## src/rtl/trdb_filter.sv

```systemverilog
// ============================================================================
//  Module   : trdb_filter
//  Brief    : Combinational trace-qualification filter. Five retirement
//             attributes (cause, tvec, tval, priv_lvl, iaddr) are each checked
//             against a programmable range window and/or exact-match value.
//             The instruction is qualified when every enabled filter accepts.
//  Revision : 1.0 - initial release
// ============================================================================
`default_nettype none

// ----------------------------------------------------------------------------
// trdb_filter_cmp : one field comparator (range window and/or exact match)
// ----------------------------------------------------------------------------
module trdb_filter_cmp #(
  parameter int W = 32
) (
  input  logic         filter_en,
  input  logic         range_mode,
  input  logic         equal_mode,
  input  logic [W-1:0] upper,
  input  logic [W-1:0] lower,
  input  logic [W-1:0] match,
  input  logic [W-1:0] value,
  output logic         hit
);

  logic in_range;
  logic eq;

  // Unsigned inclusive window; an inverted window (lower > upper) can never
  // satisfy both comparisons, so it naturally reads as empty.
  always_comb begin
    in_range = (lower <= value) && (value <= upper);
    eq       = (value == match);
    if (!filter_en || (!range_mode && !equal_mode)) begin
      hit = 1'b1;
    end else begin
      hit = (range_mode & in_range) | (equal_mode & eq);
    end
  end

endmodule

// ----------------------------------------------------------------------------
// trdb_filter : five comparators followed by an AND-reduce
// ----------------------------------------------------------------------------
module trdb_filter #(
  parameter int XLEN      = 32,
  parameter int CAUSE_LEN = 5,
  parameter int PRIV_LEN  = 2
) (
  input  logic                 clk_i,
  input  logic                 rst_i,

  input  logic                 cause_filter_i,
  input  logic [CAUSE_LEN-1:0] upper_cause_i,
  input  logic [CAUSE_LEN-1:0] lower_cause_i,
  input  logic [CAUSE_LEN-1:0] match_cause_i,
  input  logic                 cause_range_mode_i,
  input  logic                 cause_equal_mode_i,
  input  logic [CAUSE_LEN-1:0] cause_i,

  input  logic                 tvec_filter_i,
  input  logic [XLEN-1:2]      upper_tvec_i,
  input  logic [XLEN-1:2]      lower_tvec_i,
  input  logic [XLEN-1:2]      match_tvec_i,
  input  logic                 tvec_range_mode_i,
  input  logic                 tvec_equal_mode_i,
  input  logic [XLEN-1:2]      tvec_i,

  input  logic                 tval_filter_i,
  input  logic [XLEN-1:0]      upper_tval_i,
  input  logic [XLEN-1:0]      lower_tval_i,
  input  logic [XLEN-1:0]      match_tval_i,
  input  logic                 tval_range_mode_i,
  input  logic                 tval_equal_mode_i,
  input  logic [XLEN-1:0]      tval_i,

  input  logic                 priv_lvl_filter_i,
  input  logic [PRIV_LEN-1:0]  upper_priv_lvl_i,
  input  logic [PRIV_LEN-1:0]  lower_priv_lvl_i,
  input  logic [PRIV_LEN-1:0]  match_priv_lvl_i,
  input  logic                 priv_lvl_range_mode_i,
  input  logic                 priv_lvl_equal_mode_i,
  input  logic [PRIV_LEN-1:0]  priv_lvl_i,

  input  logic                 iaddr_filter_i,
  input  logic [XLEN-1:0]      upper_iaddr_i,
  input  logic [XLEN-1:0]      lower_iaddr_i,
  input  logic [XLEN-1:0]      match_iaddr_i,
  input  logic                 iaddr_range_mode_i,
  input  logic                 iaddr_equal_mode_i,
  input  logic [XLEN-1:0]      iaddr_i,

  output logic                 nc_qualified_o
);

  logic hit_cause;
  logic hit_tvec;
  logic hit_tval;
  logic hit_priv_lvl;
  logic hit_iaddr;

  // Clock and reset are part of the port contract but nothing is clocked yet.
  logic unused_clk_rst;
  assign unused_clk_rst = clk_i ^ rst_i;

  trdb_filter_cmp #(.W(CAUSE_LEN)) u_cmp_cause (
    .filter_en  (cause_filter_i),
    .range_mode (cause_range_mode_i),
    .equal_mode (cause_equal_mode_i),
    .upper      (upper_cause_i),
    .lower      (lower_cause_i),
    .match      (match_cause_i),
    .value      (cause_i),
    .hit        (hit_cause)
  );

  // tvec bits 1:0 hold the vector mode and are not part of the address.
  trdb_filter_cmp #(.W(XLEN-2)) u_cmp_tvec (
    .filter_en  (tvec_filter_i),
    .range_mode (tvec_range_mode_i),
    .equal_mode (tvec_equal_mode_i),
    .upper      (upper_tvec_i),
    .lower      (lower_tvec_i),
    .match      (match_tvec_i),
    .value      (tvec_i),
    .hit        (hit_tvec)
  );

  trdb_filter_cmp #(.W(XLEN)) u_cmp_tval (
    .filter_en  (tval_filter_i),
    .range_mode (tval_range_mode_i),
    .equal_mode (tval_equal_mode_i),
    .upper      (upper_tval_i),
    .lower      (lower_tval_i),
    .match      (match_tval_i),
    .value      (tval_i),
    .hit        (hit_tval)
  );

  trdb_filter_cmp #(.W(PRIV_LEN)) u_cmp_priv_lvl (
    .filter_en  (priv_lvl_filter_i),
    .range_mode (priv_lvl_range_mode_i),
    .equal_mode (priv_lvl_equal_mode_i),
    .upper      (upper_priv_lvl_i),
    .lower      (lower_priv_lvl_i),
    .match      (match_priv_lvl_i),
    .value      (priv_lvl_i),
    .hit        (hit_priv_lvl)
  );

  trdb_filter_cmp #(.W(XLEN)) u_cmp_iaddr (
    .filter_en  (iaddr_filter_i),
    .range_mode (iaddr_range_mode_i),
    .equal_mode (iaddr_equal_mode_i),
    .upper      (upper_iaddr_i),
    .lower      (lower_iaddr_i),
    .match      (match_iaddr_i),
    .value      (iaddr_i),
    .hit        (hit_iaddr)
  );

  // Qualified only when every field accepts.
  always_comb begin
    nc_qualified_o = hit_cause & hit_tvec & hit_tval & hit_priv_lvl & hit_iaddr;
  end

endmodule

`default_nettype wire

```

## config.mk

```make
export PLATFORM = sky130hd
export DESIGN_NAME = trdb_filter
export DESIGN_NICKNAME = d
export VERILOG_FILES = /design/src/rtl/trdb_filter.sv
export SDC_FILE = /design/constraint.sdc
export NUM_CORES = 1
export LEC_CHECK = 0
export CAP_MARGIN = 25
export CORE_AREA = 10 10 156 158
export DETAILED_ROUTE_END_ITERATION = 16
export DIE_AREA = 0 0 166 168
export PLACE_DENSITY = 0.69
export SLEW_MARGIN = 25
export SYNTH_ARGS = -nofsm -noshare
export SYNTH_HDL_FRONTEND = slang
export SYNTH_SLANG_ARGS = --single-unit
```

## constraint.sdc

```tcl
create_clock -name vclk -period 3.7
set_clock_uncertainty 0.2 [all_clocks]
set_input_delay 0.74 -clock vclk [all_inputs]
set_output_delay 0.74 -clock vclk [all_outputs]
set_load 0.01 [all_outputs]
```

# Word level (Yosys, flattened, before mapping)
# Index checks and enable logic that the tools add are counted.
[word_totals]
ff_bits = 0
in_bits = 421
out_inout_bits = 1
wordCells = 69
[op_classes]
order_cmp = 10
eq_ne = 5
mux = 5
bitwise = 19
reduce_logical = 30
[op_table]
columns = ["op", "n"]
rows = [
  ["$le A32 B32 Y1", 4],
  ["$eq A32 B32 Y1", 2],
  ["$le A30 B30 Y1", 2],
  ["$eq A30 B30 Y1", 1],
  ["$logic_not A1 Y1", 15],
  ["$and A1 B1 Y1", 14],
  ["$le A5 B5 Y1", 2],
  ["$logic_and A1 B1 Y1", 10],
  ["$eq A5 B5 Y1", 1],
  ["$logic_or A1 B1 Y1", 5],
  ["$mux W1", 5],
  ["$or A1 B1 Y1", 5],
  ["$le A2 B2 Y1", 2],
  ["$eq A2 B2 Y1", 1],
]

# Depth between registers and ports, before layout
[logic_depth]
depth_word = 9
mapped_depth = 10
depth_no_buf = 10

# Hierarchy
# From an unflattened synthesis, not the netlist that was laid out.
[hier_totals]
cells_unflattened = 881
area_unflattened_um2 = 6358.6
[modules_own_cells]
columns = ["mod", "n_inst", "cells_per_inst", "area_per_inst_um2", "seq_area_each_um2"]
rows = [
  ["trdb_filter_cmp (u_cmp_iaddr ...)", 2, 275, 1991.9, 0.0],
  ["trdb_filter_cmp (u_cmp_tvec)", 1, 267, 1895.6, 0.0],
  ["trdb_filter_cmp (u_cmp_cause)", 1, 42, 335.3, 0.0],
  ["trdb_filter_cmp (u_cmp_priv_lvl)", 1, 19, 131.4, 0.0],
  ["trdb_filter", 1, 3, 12.5, 0.0],
]

# Worst setup path after synthesis
# OpenSTA, ideal clock, no wires.
[synth_timing]
path_type = "input to output"
start = "input iaddr_i[14]"
end = "output nc_qualified_o"
arrival_ns = 2.613
required_ns = 2.760
setup_slack_ns = 0.147
cell_stages = 10
n_path_buf = 0
cell_sequence = "inv_1 > ha_1 > a21oi_2 > nand2_1 > a221o_1 > or3_1 > a211o_1 > o21ai_2 > a21oi_2 > nor4b_2"
[synth_between]
elab_chain_cells = 6
word_cells_on_any_way = 9
classes_between = "order compare: 2; eq/ne: 1; mux: 1; bitwise: 4; reduce/logical: 1"
[synth_rtl]
columns = ["item", "line", "rtl"]
rows = [
  ["start: declaration", "93", "input logic [XLEN-1:0] iaddr_i,"],
  ["$le A32 B32 Y1", "33", "in_range = (lower <= value) && (value <= upper);"],
  ["$logic_and A1 B1 Y1", "33", ""],
  ["$and A1 B1 Y1", "38", "hit = (range_mode & in_range) | (equal_mode & eq);"],
  ["$or A1 B1 Y1 *", "38", ""],
  ["$mux W1 *", "35", "if (!filter_en || (!range_mode && !equal_mode)) begin"],
  ["$and A1 B1 Y1 *", "166", "nc_qualified_o = hit_cause & hit_tvec & hit_tval & hit_priv_lvl & hit_iaddr;"],
  ["end: declaration", "95", "output logic nc_qualified_o"],
]
# Every way passes the cells marked *; elsewhere a longest branch is shown, timed or not.

# Final worst setup path
[layout_timing]
start = "input iaddr_i[3]"
end = "output nc_qualified_o"
# Same word-level chain as after synthesis.

==> impl_results.md <==
- Outcome: finished, violations left
- Failing checks: negative setup slack
- Post-layout min period: 3860 ps
- Worst Tran Pin Value: 334 ps
- Fin cells: 1751
- Crit Path Class: in2out
- Hold Violations, Final: 0
- Syn Inst Count: 875
- Vias in the first global route: 9228
- Max-cap violations: 0
- # clk buffers: 0
- Iteration-0 DRC Markers: 331
- Wire per inst: 19.4 microns
- Final wirelength: 34.0 mm
- Max-slew headroom: 0.775
- YS warnings: 0
- Area Growth Syn to Fin: 117%
- WP data required: 2760 ps
- Max-slew violation count: 0
- P_leak: 6.56 nW
- Mapped Area: 0.00626 sq mm
- Antenna viol nets, final: 0
- Die width: 166 microns
- Reg area: 0 sq um
- Syn_nets: 1498
- Largest net degree at the start of global routing: 4
- Critical Path Fanout Max: 3
- Peak supply drop: 0.0600 mV
- CP Launch Type: input port
- Avg Cell Area, Syn: 7.16 sq um
- Crit. End Element: output pin
- Final nets: 2081
- Core Area: 0.0214 sq mm
- # rows: 54
- Residual DRC: 0
- Vias per inst: 4.79
- Initial antenna violation count: 13
- Yosys cell types: 42
- Area after DPL: 0.0119 sq mm
- Final setup viols: 1
- Initial Util: 0.292
- Global-route wire length before repair: 50.1 mm
- DPL Wire Length: 29.2 mm
- Die area: 0.0279 sq mm
- RSZ-0062 raised after global routing: true
- Placed cell count: 1713
- Power Density: 110 mW/mm^2
- Layout cell share with drive strength beyond 1: 0.337
- # IOs: 422
- Seq cells: 0
- PnR worst setup slack: -163 ps
- Via Count: 8385
- Seq/Total Area, Yosys: 0
- Global Route Usage Sum: 0.223
- Overall die height: 168 microns
- Max Clk Rate: 0.259 GHz
- Buffers on Ports: 420
- Period Utilization, post-route: 1.04
- Global placement routability congestion: 0.967
- Filler cell count: 1838
- TritonRoute pass-1 iters: 4
- Worst min path class: in2out
- Gr ovfl total: 0
- Fin area: 0.0136 sq mm
- WP data arrival: 2920 ps
-- cells by family (layout without fill, tap and decap cells) --
group / count (synthesis) / count (layout) / share of synthesized area
AND/OR/NAND/NOR: 191 / 191 / 0.161
buffers and inverters: 210 / 791 / 0.126
XOR/XNOR: 101 / 101 / 0.141
adder cells (fa/ha/maj): 202 / 202 / 0.404
other: 0 / 15 / 0
AO/OA/AOI/OAI: 171 / 171 / 0.168
-- cells in the mapped netlist (all sizes together) (2+ instances only) --
master	instances	area (sq um)
a211oi	2	15.0
nor2b	7	43.8
xnor2	68	596
inv	210	788
nor3	5	25.0
nand2	53	199
nor2	23	86.3
a211o	5	43.8
o22ai	3	18.8
a221oi	6	52.6
a31oi	3	18.8
or3	2	12.5
xor2	33	289
o221ai	3	26.3
a21o	21	158
ha	202	2530
nand2b	2	12.5
nand3	22	110
nand4	47	294
o21ai	27	139
or4	2	15.0
a221o	4	40.0
and4	7	61.3
o21a	7	52.6
o211ai	4	30.0
a21oi	81	413
nor4	14	87.6
-- worst max-delay path, cell delays in order --
cell           delay, ps
dlygate4sd2_1        260
inv_1                110
ha_4                 220
a21oi_1              200
a21oi_2              100
or3_4                380
a211o_1              310
o21ai_2               60
a21oi_2               80
nor4b_4              270
buf_4                190
-- per-layer routing --
layer	routed length [microns]	track usage	vias to the layer above
li1	-	-	4228
met3	2100	0.0431	40
met5	0	0	-
met2	18200	0.436	311
met4	766	0.0562	0
met1	12900	0.237	3806
-- where the power goes --
group / total, mW / switching, mW / leakage, nW / internal [mW]
Combinational: 1.50 / 0.630 / 6.56 / 0.868
Sequential: 0 / 0 / 0 / 0
Clock: 0.000000543 / 0 / 0.0000951 / 0.000000543
Total: 1.50 / 0.630 / 6.56 / 0.868
-- path summary, 6_finish.rpt --
kind / cells after the start / end / startpoint
worst max-delay path: 11 / nc_qualified_o / iaddr_i[3]
worst min-delay path: 6 / nc_qualified_o / lower_tvec_i[31]
-- placed cells by master (no fill, tap or decap), types with 4 or more instances in the layout --
| cell type | instances |
|---|---|
| nand3_1 | 20 |
| buf_4 | 152 |
| inv_2 | 64 |
| o21ai_2 | 8 |
| a211o_1 | 5 |
| o21ai_1 | 9 |
| o21a_1 | 7 |
| o211ai_1 | 4 |
| clkdlybuf4s15_1 | 14 |
| diode_2 | 15 |
| nor2_1 | 15 |
| nor2b_1 | 6 |
| xnor2_1 | 66 |
| nor2_2 | 6 |
| a21oi_1 | 41 |
| nand2_1 | 42 |
| a221oi_2 | 6 |
| ha_4 | 93 |
| a221o_1 | 4 |
| ha_1 | 99 |
| dlymetal6s2s_1 | 24 |
| clkdlybuf4s15_2 | 7 |
| clkbuf_2 | 11 |
| xor2_1 | 33 |
| ha_2 | 10 |
| nor4_1 | 9 |
| buf_6 | 13 |
| inv_1 | 144 |
| nand4_1 | 47 |
| clkdlybuf4s50_1 | 198 |
| nand2_2 | 10 |
| o21ai_0 | 10 |
| dlygate4sd2_1 | 131 |
| a21o_1 | 21 |
| a21oi_2 | 37 |
| and4_1 | 4 |
| buf_2 | 29 |
-- stage by stage --
step | power [mW] | TNS, ps | utilization | setup slack (ps) | hold slack [ps]
2_1_floorplan | 0.488 | 0 | - | 147 | 1460
6_report | 1.50 | -163 | 0.633 | -163 | 2090
5_1_grt | 1.65 | -259 | 0.633 | -259 | 2140
3_5_place_dp | 1.27 | -1180 | 0.553 | -1180 | 2600
4_1_cts | 1.42 | -132 | 0.613 | -132 | 2200
3_3_place_gp | 1.25 | -1140 | 0.553 | -1140 | 2600
-- cell type report --
type,instances,area (sq um),share of cell area
Multi-Input combinational cell,665,7200,0.531
Timing Repair Buffer,581,5170,0.381
Tap cell,280,350,0.0258
Antenna cell,15,37.5,0.00277
Inverter,210,793,0.0585
-- repair_timing --
item                                   in CTS  in global routing
endpoints found under the hold margin       0                  0
pin swaps                                 204                 93
setup endpoints to repair                   1                  1
setup buffers                              21                  3
resized for setup                         582                114
hold buffers                                0                  0
No activity file was read; power rests on OpenSTA's default activity.
